## src/rtl/trap_pkg.sv

```systemverilog
// Shared types and constants for the machine-mode trap controller.
package trap_pkg;

  typedef enum logic [2:0] {
    StIdle,
    StFlush,
    StSave,
    StRedirect,
    StRet
  } trap_state_e;

  // mcause exception codes
  localparam logic [4:0] CauseInstrMisaligned = 5'd0;
  localparam logic [4:0] CauseInstrFault      = 5'd1;
  localparam logic [4:0] CauseLoadMisaligned  = 5'd4;
  localparam logic [4:0] CauseLoadFault       = 5'd5;
  localparam logic [4:0] CauseStoreMisaligned = 5'd6;
  localparam logic [4:0] CauseStoreFault      = 5'd7;
  localparam logic [4:0] CauseEcall           = 5'd11;

  // mcause interrupt codes
  localparam logic [4:0] CauseMsi = 5'd3;
  localparam logic [4:0] CauseMti = 5'd7;
  localparam logic [4:0] CauseMei = 5'd11;

  localparam logic [11:0] CsrMstatus = 12'h300;
  localparam logic [11:0] CsrMie     = 12'h304;
  localparam logic [11:0] CsrMtvec   = 12'h305;
  localparam logic [11:0] CsrMepc    = 12'h341;

  localparam int unsigned MstatusMieBit  = 3;
  localparam int unsigned MstatusMpieBit = 7;

  localparam int unsigned ExcInstrMisaligned = 0;
  localparam int unsigned ExcInstrFault      = 1;
  localparam int unsigned ExcLoadMisaligned  = 2;
  localparam int unsigned ExcStoreMisaligned = 3;
  localparam int unsigned ExcLoadFault       = 4;
  localparam int unsigned ExcStoreFault      = 5;
  localparam int unsigned ExcEcall           = 6;

  localparam int unsigned IrqMsip = 0;
  localparam int unsigned IrqMtip = 1;
  localparam int unsigned IrqMeip = 2;

endpackage

```

## src/rtl/trap_prio_enc.sv

```systemverilog
// Combinational trap source selection: exceptions first, then enabled interrupts.
module trap_prio_enc
  import trap_pkg::*;
(
  input  logic [6:0] i_exc_vec,
  input  logic [2:0] i_irq_vec,
  input  logic [2:0] i_mie,
  input  logic       i_mstatus_mie,
  output logic       o_valid,
  output logic       o_is_irq,
  output logic [4:0] o_cause,
  output logic       o_src_if
);

  logic [2:0] w_irq_pend;

  assign w_irq_pend = i_irq_vec & i_mie & {3{i_mstatus_mie}};

  always_comb begin
    o_valid  = 1'b1;
    o_is_irq = 1'b0;
    o_cause  = 5'd0;
    o_src_if = 1'b0;
    if (i_exc_vec[ExcStoreMisaligned]) begin
      o_cause = CauseStoreMisaligned;
    end else if (i_exc_vec[ExcLoadMisaligned]) begin
      o_cause = CauseLoadMisaligned;
    end else if (i_exc_vec[ExcStoreFault]) begin
      o_cause = CauseStoreFault;
    end else if (i_exc_vec[ExcLoadFault]) begin
      o_cause = CauseLoadFault;
    end else if (i_exc_vec[ExcEcall]) begin
      o_cause = CauseEcall;
    end else if (i_exc_vec[ExcInstrMisaligned]) begin
      o_cause  = CauseInstrMisaligned;
      o_src_if = 1'b1;
    end else if (i_exc_vec[ExcInstrFault]) begin
      o_cause  = CauseInstrFault;
      o_src_if = 1'b1;
    end else if (w_irq_pend[IrqMeip]) begin
      o_is_irq = 1'b1;
      o_cause  = CauseMei;
    end else if (w_irq_pend[IrqMsip]) begin
      o_is_irq = 1'b1;
      o_cause  = CauseMsi;
    end else if (w_irq_pend[IrqMtip]) begin
      o_is_irq = 1'b1;
      o_cause  = CauseMti;
    end else begin
      o_valid = 1'b0;
    end
  end

endmodule

```

## src/rtl/trap_ctrl.sv

```systemverilog
// Machine-mode trap/mret sequencer with mepc/mcause/mtval/mtvec/mstatus/mie CSRs.
// Define TRAP_VECTORED_EN to enable vectored interrupt dispatch when mtvec[0]=1.
module trap_ctrl
  import trap_pkg::*;
(
  input  logic        clk,
  input  logic        rstn,
  input  logic [31:0] IF_PC,
  input  logic [31:0] EXE_PC,
  input  logic [31:0] EXE_aluout,
  input  logic [6:0]  exc_vec,
  input  logic [2:0]  irq_vec,
  input  logic        mret,
  input  logic        csr_we,
  input  logic [11:0] csr_addr,
  input  logic [31:0] csr_wdata,
  output logic        ID_flush,
  output logic        EXE_flush,
  output logic        stall,
  output logic        redirect_valid,
  output logic [31:0] redirect_pc,
  output logic [31:0] mepc,
  output logic [31:0] mcause,
  output logic [31:0] mtval,
  output logic [31:0] mtvec,
  output logic        mstatus_mie
);

  trap_state_e r_state;
  logic        r_flush;
  logic        r_stall;
  logic        r_redirect_valid;
  logic [31:0] r_redirect_pc;
  logic [31:0] r_mepc;
  logic [31:0] r_mcause;
  logic [31:0] r_mtval;
  logic [31:0] r_mtvec;
  logic [2:0]  r_mie;
  logic        r_mstatus_mie;
  logic        r_mpie;
  logic        r_lat_irq;
  logic [4:0]  r_lat_cause;
  logic [31:0] r_lat_epc;
  logic [31:0] r_lat_tval;

  logic        w_trap_valid;
  logic        w_trap_irq;
  logic [4:0]  w_trap_cause;
  logic        w_trap_src_if;
  logic [31:0] w_epc;
  logic [31:0] w_tval;
  logic [31:0] w_trap_pc;

  trap_prio_enc u_prio_enc (
    .i_exc_vec     (exc_vec),
    .i_irq_vec     (irq_vec),
    .i_mie         (r_mie),
    .i_mstatus_mie (r_mstatus_mie),
    .o_valid       (w_trap_valid),
    .o_is_irq      (w_trap_irq),
    .o_cause       (w_trap_cause),
    .o_src_if      (w_trap_src_if)
  );

  assign w_epc = w_trap_src_if ? IF_PC : EXE_PC;

  always_comb begin
    w_tval = EXE_aluout;
    if (w_trap_irq) begin
      w_tval = 32'd0;
    end else if (w_trap_src_if) begin
      w_tval = IF_PC;
    end else if (w_trap_cause == CauseEcall) begin
      w_tval = 32'd0;
    end
  end

  always_comb begin
    w_trap_pc = {r_mtvec[31:2], 2'b00};
`ifdef TRAP_VECTORED_EN
    if (r_mtvec[0] && r_lat_irq) begin
      w_trap_pc = w_trap_pc + {25'd0, r_lat_cause, 2'b00};
    end
`endif
  end

  // CSR port writes first; FSM updates later in the block override same-register writes.
  always_ff @(posedge clk) begin
    if (!rstn) begin
      r_state          <= StIdle;
      r_flush          <= 1'b0;
      r_stall          <= 1'b0;
      r_redirect_valid <= 1'b0;
      r_redirect_pc    <= 32'd0;
      r_mepc           <= 32'd0;
      r_mcause         <= 32'd0;
      r_mtval          <= 32'd0;
      r_mtvec          <= 32'd0;
      r_mie            <= 3'd0;
      r_mstatus_mie    <= 1'b0;
      r_mpie           <= 1'b0;
      r_lat_irq        <= 1'b0;
      r_lat_cause      <= 5'd0;
      r_lat_epc        <= 32'd0;
      r_lat_tval       <= 32'd0;
    end else begin
      if (csr_we) begin
        case (csr_addr)
          CsrMstatus: begin
            r_mstatus_mie <= csr_wdata[MstatusMieBit];
            r_mpie        <= csr_wdata[MstatusMpieBit];
          end
          CsrMie:   r_mie   <= {csr_wdata[11], csr_wdata[7], csr_wdata[3]};
          CsrMtvec: r_mtvec <= csr_wdata;
          CsrMepc:  r_mepc  <= csr_wdata;
          default:  ;
        endcase
      end

      r_flush          <= 1'b0;
      r_redirect_valid <= 1'b0;

      unique case (r_state)
        StIdle: begin
          r_stall <= 1'b0;
          if (w_trap_valid) begin
            r_state     <= StFlush;
            r_flush     <= 1'b1;
            r_stall     <= 1'b1;
            r_lat_irq   <= w_trap_irq;
            r_lat_cause <= w_trap_cause;
            r_lat_epc   <= w_epc;
            r_lat_tval  <= w_tval;
          end else if (mret) begin
            r_state          <= StRet;
            r_flush          <= 1'b1;
            r_stall          <= 1'b1;
            r_redirect_valid <= 1'b1;
            r_redirect_pc    <= r_mepc;
            r_mstatus_mie    <= r_mpie;
            r_mpie           <= 1'b1;
          end
        end
        StFlush: begin
          r_state <= StSave;
        end
        StSave: begin
          r_state          <= StRedirect;
          r_mepc           <= r_lat_epc;
          r_mcause         <= {r_lat_irq, 26'd0, r_lat_cause};
          r_mtval          <= r_lat_tval;
          r_mpie           <= r_mstatus_mie;
          r_mstatus_mie    <= 1'b0;
          r_redirect_valid <= 1'b1;
          r_redirect_pc    <= w_trap_pc;
        end
        StRedirect: begin
          r_state <= StIdle;
          r_stall <= 1'b0;
        end
        StRet: begin
          r_state <= StIdle;
          r_stall <= 1'b0;
        end
        default: begin
          r_state <= StIdle;
          r_stall <= 1'b0;
        end
      endcase
    end
  end

  assign ID_flush       = r_flush;
  assign EXE_flush      = r_flush;
  assign stall          = r_stall;
  assign redirect_valid = r_redirect_valid;
  assign redirect_pc    = r_redirect_pc;
  assign mepc           = r_mepc;
  assign mcause         = r_mcause;
  assign mtval          = r_mtval;
  assign mtvec          = r_mtvec;
  assign mstatus_mie    = r_mstatus_mie;

endmodule

```

## config.mk

```make
export PLATFORM = sky130hd
export DESIGN_NAME = trap_ctrl
export DESIGN_NICKNAME = d
export VERILOG_FILES = /design/src/rtl/trap_pkg.sv /design/src/rtl/trap_prio_enc.sv /design/src/rtl/trap_ctrl.sv
export SDC_FILE = /design/constraint.sdc
export NUM_CORES = 1
export LEC_CHECK = 0
export ABC_AREA = 0
export ABC_CLOCK_PERIOD_IN_PS = 3200
export BUFFER_PORTS_ARGS = -buffer_cell sky130_fd_sc_hd__buf_2
export CORE_ASPECT_RATIO = 0.75
export CORE_UTILIZATION = 48
export DETAILED_ROUTE_END_ITERATION = 10
export GPL_TIMING_DRIVEN = 0
export PLACE_DENSITY = 0.77
export SLEW_MARGIN = 10
export SYNTH_ARGS = -nofsm -noshare
export SYNTH_HDL_FRONTEND = slang
export SYNTH_SLANG_ARGS = --single-unit
export TNS_END_PERCENT = 5
```

## constraint.sdc

```tcl
create_clock -name clk -period 3.2 [get_ports clk]
set_input_delay 0.64 -clock clk [delete_from_list [all_inputs] [get_ports clk]]
set_output_delay 0.64 -clock clk [all_outputs]
set_load 0.01 [all_outputs]
```

==> flow_metrics.env, run 1 <==
export IMPL_status="completed"
export IMPL_ios=319
export IMPL_synth_top_family_by_area="compound AO/OA/AOI/OAI gates"
export IMPL_ys_ff_latch=213
export IMPL_leakage_nw=5.17
export IMPL_relSlewSlack_pct=23.5
export IMPL_core_rowCount=44
export IMPL_ys_flop_type="dfxtp_1"
export IMPL_drive_above_1_share_pct=28.0
export IMPL_maxSlewViolCount=0
export IMPL_worstPathMaxFanout=10
export IMPL_post_cts_buffers=0
export IMPL_final_antenna_net_count=0
export IMPL_vias=10010
export IMPL_critPathCaptureType="flop"
export IMPL_synth_cells=1097
export IMPL_hp_class="in -> reg"
export IMPL_area_growth_pct=27.5
export IMPL_insertion_delay_ns=0.52
export IMPL_synth_area_um2=9510
export IMPL_numCtsBuffers=22
export IMPL_synth_edf_count=0
export IMPL_worst_ep_arrival_time_ns=3.00
export IMPL_synthMuxAreaShare_pct=7.27
export IMPL_synth_compound_area_share_pct=23.1
export IMPL_grt_pass1_vias=9116
export IMPL_setup_viol=0
export IMPL_die_area_um2=20400
export IMPL_die_h_um=124
export IMPL_core_um2=19400
export IMPL_tns_ns=0
export IMPL_yosys_area_top_type="dfxtp_1"
export IMPL_critPathKind="reg -> reg"
export IMPL_hold_violations=0
export IMPL_rsz0062_at_grt="no"
export IMPL_grtUsageTotal_pct=33.1
export IMPL_dr_first_iter_drc_count=1108
export IMPL_grt_antenna_before_repair=5
export IMPL_layout_nets=1591
export IMPL_cellPowerDensity_nw_per_um2=685
export IMPL_worst_slew_pin_transition_ns=1.14
export IMPL_required_ns=3.61
export IMPL_finClkSkew_ns=0.0162
export IMPL_hpwl_um=26800
export IMPL_grt_max_degree=16
export IMPL_synth_top_area_share_pct=44.8
export IMPL_setup_slack_ns=0.601
export IMPL_ir_worst_vdd_v=0.000468
export IMPL_ys_top_cells_by_area="dfxtp_1 (45%), mux2i_1 (7.2%), a21oi_1 (5.7%)"
export IMPL_yosysMostFrequentCell="dfxtp_1"
export IMPL_synth_adder_area_share_pct=0
export IMPL_drt_wirelength_per_cell_um=20.4
export IMPL_overflow=0
export IMPL_start_kind="flop"
export IMPL_start_util_pct=49.1
export IMPL_synth_xor_area_share_pct=0.0921
export IMPL_synth_cell_types=51
export IMPL_postCtsHoldBufs=0
export IMPL_synthTopCellsByCount="dfxtp_1 (213), nand2_1 (143), a21oi_1 (109), clkbuf_1 (92), nor2_1 (72)"
export IMPL_die_w_um=165
export IMPL_grt_pass1_wl_um=51300
export IMPL_cts_resized=0
export IMPL_post_route_period_util_pct=81.2
export IMPL_cts_htree_levels=1
export IMPL_yosys_warnings=0
export IMPL_period_minus_slack_ns=2.60
export IMPL_synth_seq_area_share_pct=44.8
export IMPL_drc=0
export IMPL_dr_pass1_iters=5
export IMPL_clk_pin_slew_ns=0.07
export IMPL_cts_buffer_depth=3
export IMPL_yosys_area_share_simple_pct=17.3
export IMPL_async_reset_ff_share_pct=0
export IMPL_io_buffers=290
export IMPL_cts_tree="built"
export IMPL_gp_congestion=0.944
export IMPL_fmax_ghz=0.385
export IMPL_place_ws_ns=0.285
export IMPL_cap_violations=0
export IMPL_routed_wl_um=34900
export IMPL_root_buffer="clkbuf_16"
export IMPL_via_per_inst=5.85
export IMPL_clock_sinks=213
export IMPL_syn_avg_cell_area_um2=8.67
[worst max-delay path, cell delays in order (launching register included)]
cell and delay [ns]:
dfxtp_1 0.33, clkbuf_1 0.39, inv_1 0.16, o2111ai_1 0.25, clkbuf_1 0.46, clkbuf_1 0.49
a21oi_1 0.13, a311oi_1 0.29
[report_power, final]
part	total (mW)	leakage (nW)	internal (mW)	switching [mW]
Combinational	2.27	3.08	0.839	1.43
Clock	2.68	0.355	1.57	1.11
Sequential	3.36	1.74	3.07	0.289
[path summary, 6_finish.rpt]
| kind | slack [ns] | from | end | cells after the start |
|---|---|---|---|---|
| worst max-delay path | 0.60 | mstatus_mie | r_lat_epc[28] | 7 |
| worst min register to register | 0.45 | r_lat_tval[19] | mtval[19] | 2 |
| worst max register to register | 0.60 | mstatus_mie | r_lat_epc[28] | 7 |
| worst min-delay path | 0.38 | csr_wdata[14] | mtvec[14] | 3 |
[layer usage]
layer,vias to the layer above,global-route usage [%],wire [um]
li1,4635,-,-
met1,4746,46.7,15300
met2,567,51.1,15100
met3,60,6.36,3540
met4,2,9.98,902
met5,-,0,13
[final cells by class]
type / count / area [um2]
Fill cell: 1749 / 7250
Multi-Input combinational cell: 764 / 4640
Sequential cell: 213 / 4260
Timing Repair Buffer: 290 / 1450
Buffer: 142 / 686
Clock buffer: 32 / 649
Tap cell: 253 / 317
Clock inverter: 7 / 92.6
Inverter: 4 / 15.0
Antenna cell: 5 / 12.5
[registers in the layout, summed over array words and instances (netlist names)]
name / flops
EXE_flush: 1
mcause: 5
mepc: 32
mstatus_mie: 1
mtval: 32
mtvec: 32
r_lat_cause: 4
r_lat_epc: 32
r_lat_irq: 1
r_lat_tval: 32
r_mie: 3
r_mpie: 1
r_state: 3
redirect_pc: 32
redirect_valid: 1
stall: 1
[cell usage in the layout (no fill, tap or decap), drive strengths merged, types with 33 or more instances in the layout]
cell type / instances
a21oi: 109
nand4: 65
o21ai: 68
a21o: 33
clkbuf: 124
nand2: 143
mux2i: 68
nor4: 34
nor2: 72
dfxtp: 213
buf: 340
a311oi: 33
[through the flow]
| stage | hold slack [ns] | util [%] | total power [mW] | instances | area (um2) |
|---|---|---|---|---|---|
| global route | 0.389 | 62.6 | 8.65 | 1706 | 12100 |
| floorplan | 0.428 | - | 4.76 | 1123 | 9610 |
| CTS | 0.377 | 62.5 | 8.28 | 1705 | 12100 |
| detailed placement | 0.442 | 58.7 | 5.62 | 1666 | 11400 |
| finish | 0.381 | 62.6 | 8.31 | 1710 | 12100 |
| global placement | 0.431 | 58.7 | 5.57 | 1666 | 11400 |
[logic make-up (layout without fill, tap and decap cells)]
family	count (synthesis)	count (layout)
flip-flops	213	213
AND/OR/NAND/NOR	345	345
buffers and inverters	146	475
AO/OA/AOI/OAI	322	322
other	1	32
multiplexers	69	69
XOR/XNOR	1	1
Power figures use the tool's default switching activity.
==> inputs of run 2 (changes only) <==
- ABC_CLOCK_PERIOD_IN_PS: 3200 -> 2300
- CORE_UTILIZATION: 48 -> 46
- clock period: 3.2 -> 2.3 ns (I/O delays scaled with it)
==> flow_metrics.env, run 2 (same netlist as run 1, synthesis figures left out) <==
export IMPL_final_antenna_net_count=0
export IMPL_via_per_inst=5.92
export IMPL_place_inst=1671
export IMPL_grt_met1_usage_pct=44.6
export IMPL_postCtsHoldBufs=0
export IMPL_area_growth_pct=28.2
export IMPL_fmax_ghz=0.441
export IMPL_core_rowCount=45
export IMPL_die_area_um2=21300
export IMPL_insertion_delay_ns=0.51
export IMPL_required_ns=2.68
export IMPL_drt_wirelength_per_cell_um=20.9
export IMPL_tns_ns=0
export IMPL_vias=10145
export IMPL_layout_nets=1590
export IMPL_stdcell_count=1713
export IMPL_post_cts_buffers=0
export IMPL_cap_violations=0
export IMPL_routed_wl_um=35800
export IMPL_cts_buffer_depth=3
export IMPL_die_w_um=168
export IMPL_worst_ep_arrival_time_ns=2.64
export IMPL_worst_slew_pin_transition_ns=0.909
export IMPL_place_ws_ns=-0.463
export IMPL_hpwl_um=27200
export IMPL_cts_htree_levels=1
export IMPL_drive_above_1_share_pct=29.5
export IMPL_maxSlewViolCount=0
export IMPL_clk_pin_slew_ns=0.06
export IMPL_root_buffer="clkbuf_16"
export IMPL_status="completed"
export IMPL_overflow=0
export IMPL_cts_tree="built"
export IMPL_mostFrequentLayoutCells="buf_2 (298), dfxtp_1 (213), nand2_1 (143)"
export IMPL_finClkSkew_ns=0.0107
export IMPL_critPathKind="reg -> reg"
export IMPL_cellPowerDensity_nw_per_um2=955
export IMPL_start_kind="flop"
export IMPL_clock_sinks=213
export IMPL_setup_slack_ns=0.0348
export IMPL_ir_worst_vdd_v=0.000487
export IMPL_relSlewSlack_pct=38.8
export IMPL_gp_congestion=0.942
export IMPL_die_h_um=127
export IMPL_grtUsageTotal_pct=32.2
export IMPL_grt_pass1_vias=9307
export IMPL_critPathCaptureType="flop"
export IMPL_grt_antenna_before_repair=5
export IMPL_grt_busiest_layer="met2"
export IMPL_setup_viol=0
export IMPL_numCtsBuffers=22
export IMPL_grtUsageMet2_pct=50.4
export IMPL_dr_first_iter_drc_count=1131
export IMPL_core_um2=20300
export IMPL_rsz0062_at_grt="yes"
export IMPL_hold_violations=0
export IMPL_io_buffers=290
export IMPL_drc=0
export IMPL_post_route_period_util_pct=98.5
export IMPL_dr_pass1_iters=6
export IMPL_layout_commonest_cell="buf_2"
export IMPL_grt_pass1_wl_um=53100
export IMPL_grt_max_degree=15
export IMPL_period_minus_slack_ns=2.27
export IMPL_utilization_pct=60.2
export IMPL_hp_class="in -> reg"
export IMPL_met3_usage_pct=7.24
export IMPL_ios=319
export IMPL_worstPathMaxFanout=10
export IMPL_start_util_pct=46.9
export IMPL_leakage_nw=5.26
## run 2: cell types whose count changed in the layout (fill, tap and decap cells not counted), sizes merged
cell / change
clkinv: +3
clkinvlp: -2
diode: -2
buf: -1
bufinv: -1
clkbuf: +1
## run 2: path summary, 6_finish.rpt
kind                 startpoint               to  slack, ns  depth (start not counted)
setup / recovery     r_state[2]  redirect_pc[29]       0.03                          6
hold / removal    csr_wdata[31]        mtvec[31]       0.21                          3
setup reg to reg     r_state[2]  redirect_pc[29]       0.03                          6
hold reg to reg   r_lat_tval[3]         mtval[3]       0.45                          2
## run 2: per-layer routing
layer,part of all wire [%],wire (um)
met1,43,15400
met2,43,15500
met3,11,4000
met4,2.4,864
met5,0.062,22
## run 2: cell type report
type | instances | area, um2
well taps | 258 | 323
repair buffers | 290 | 1450
flip-flops and latches | 213 | 4260
multi-input cells | 764 | 4670
fillers | 1845 | 8070
diodes | 3 | 7.51
clock buffers | 33 | 703
clock inverters | 7 | 62.6
plain buffers | 141 | 704
inverters | 4 | 15.0
## run 2: critical path, cell delays in order (launching register included)
cell,delay [ns]
dfxtp_1,0.36
or3b_2,0.53
or3_1,0.34
clkbuf_1,0.16
clkbuf_1,0.28
nor4_1,0.37
a211oi_1,0.10
## run 2: where the power goes
group / internal (mW) / switching (mW)
Combinational: 1.18 / 2.04
Clock: 2.22 / 1.54
Sequential: 4.27 / 0.398
Total: 7.67 / 3.98
## run 2: what timing repair did
item / 4_1_cts / 5_1_grt
setup endpoints to repair: 54 / 116
resized for setup: 8 / 22
pin swaps: 0 / 1
## run 2: stage by stage
step | cell area [um2] | total power, mW | hold WS [ns]
finish | 12200 | 11.7 | 0.215
detailed placement | 11400 | 7.85 | 0.444
floorplan | 9610 | 6.62 | 0.428
global placement | 11400 | 7.77 | 0.433
global route | 12200 | 12.1 | 0.213
CTS | 12200 | 11.6 | 0.193
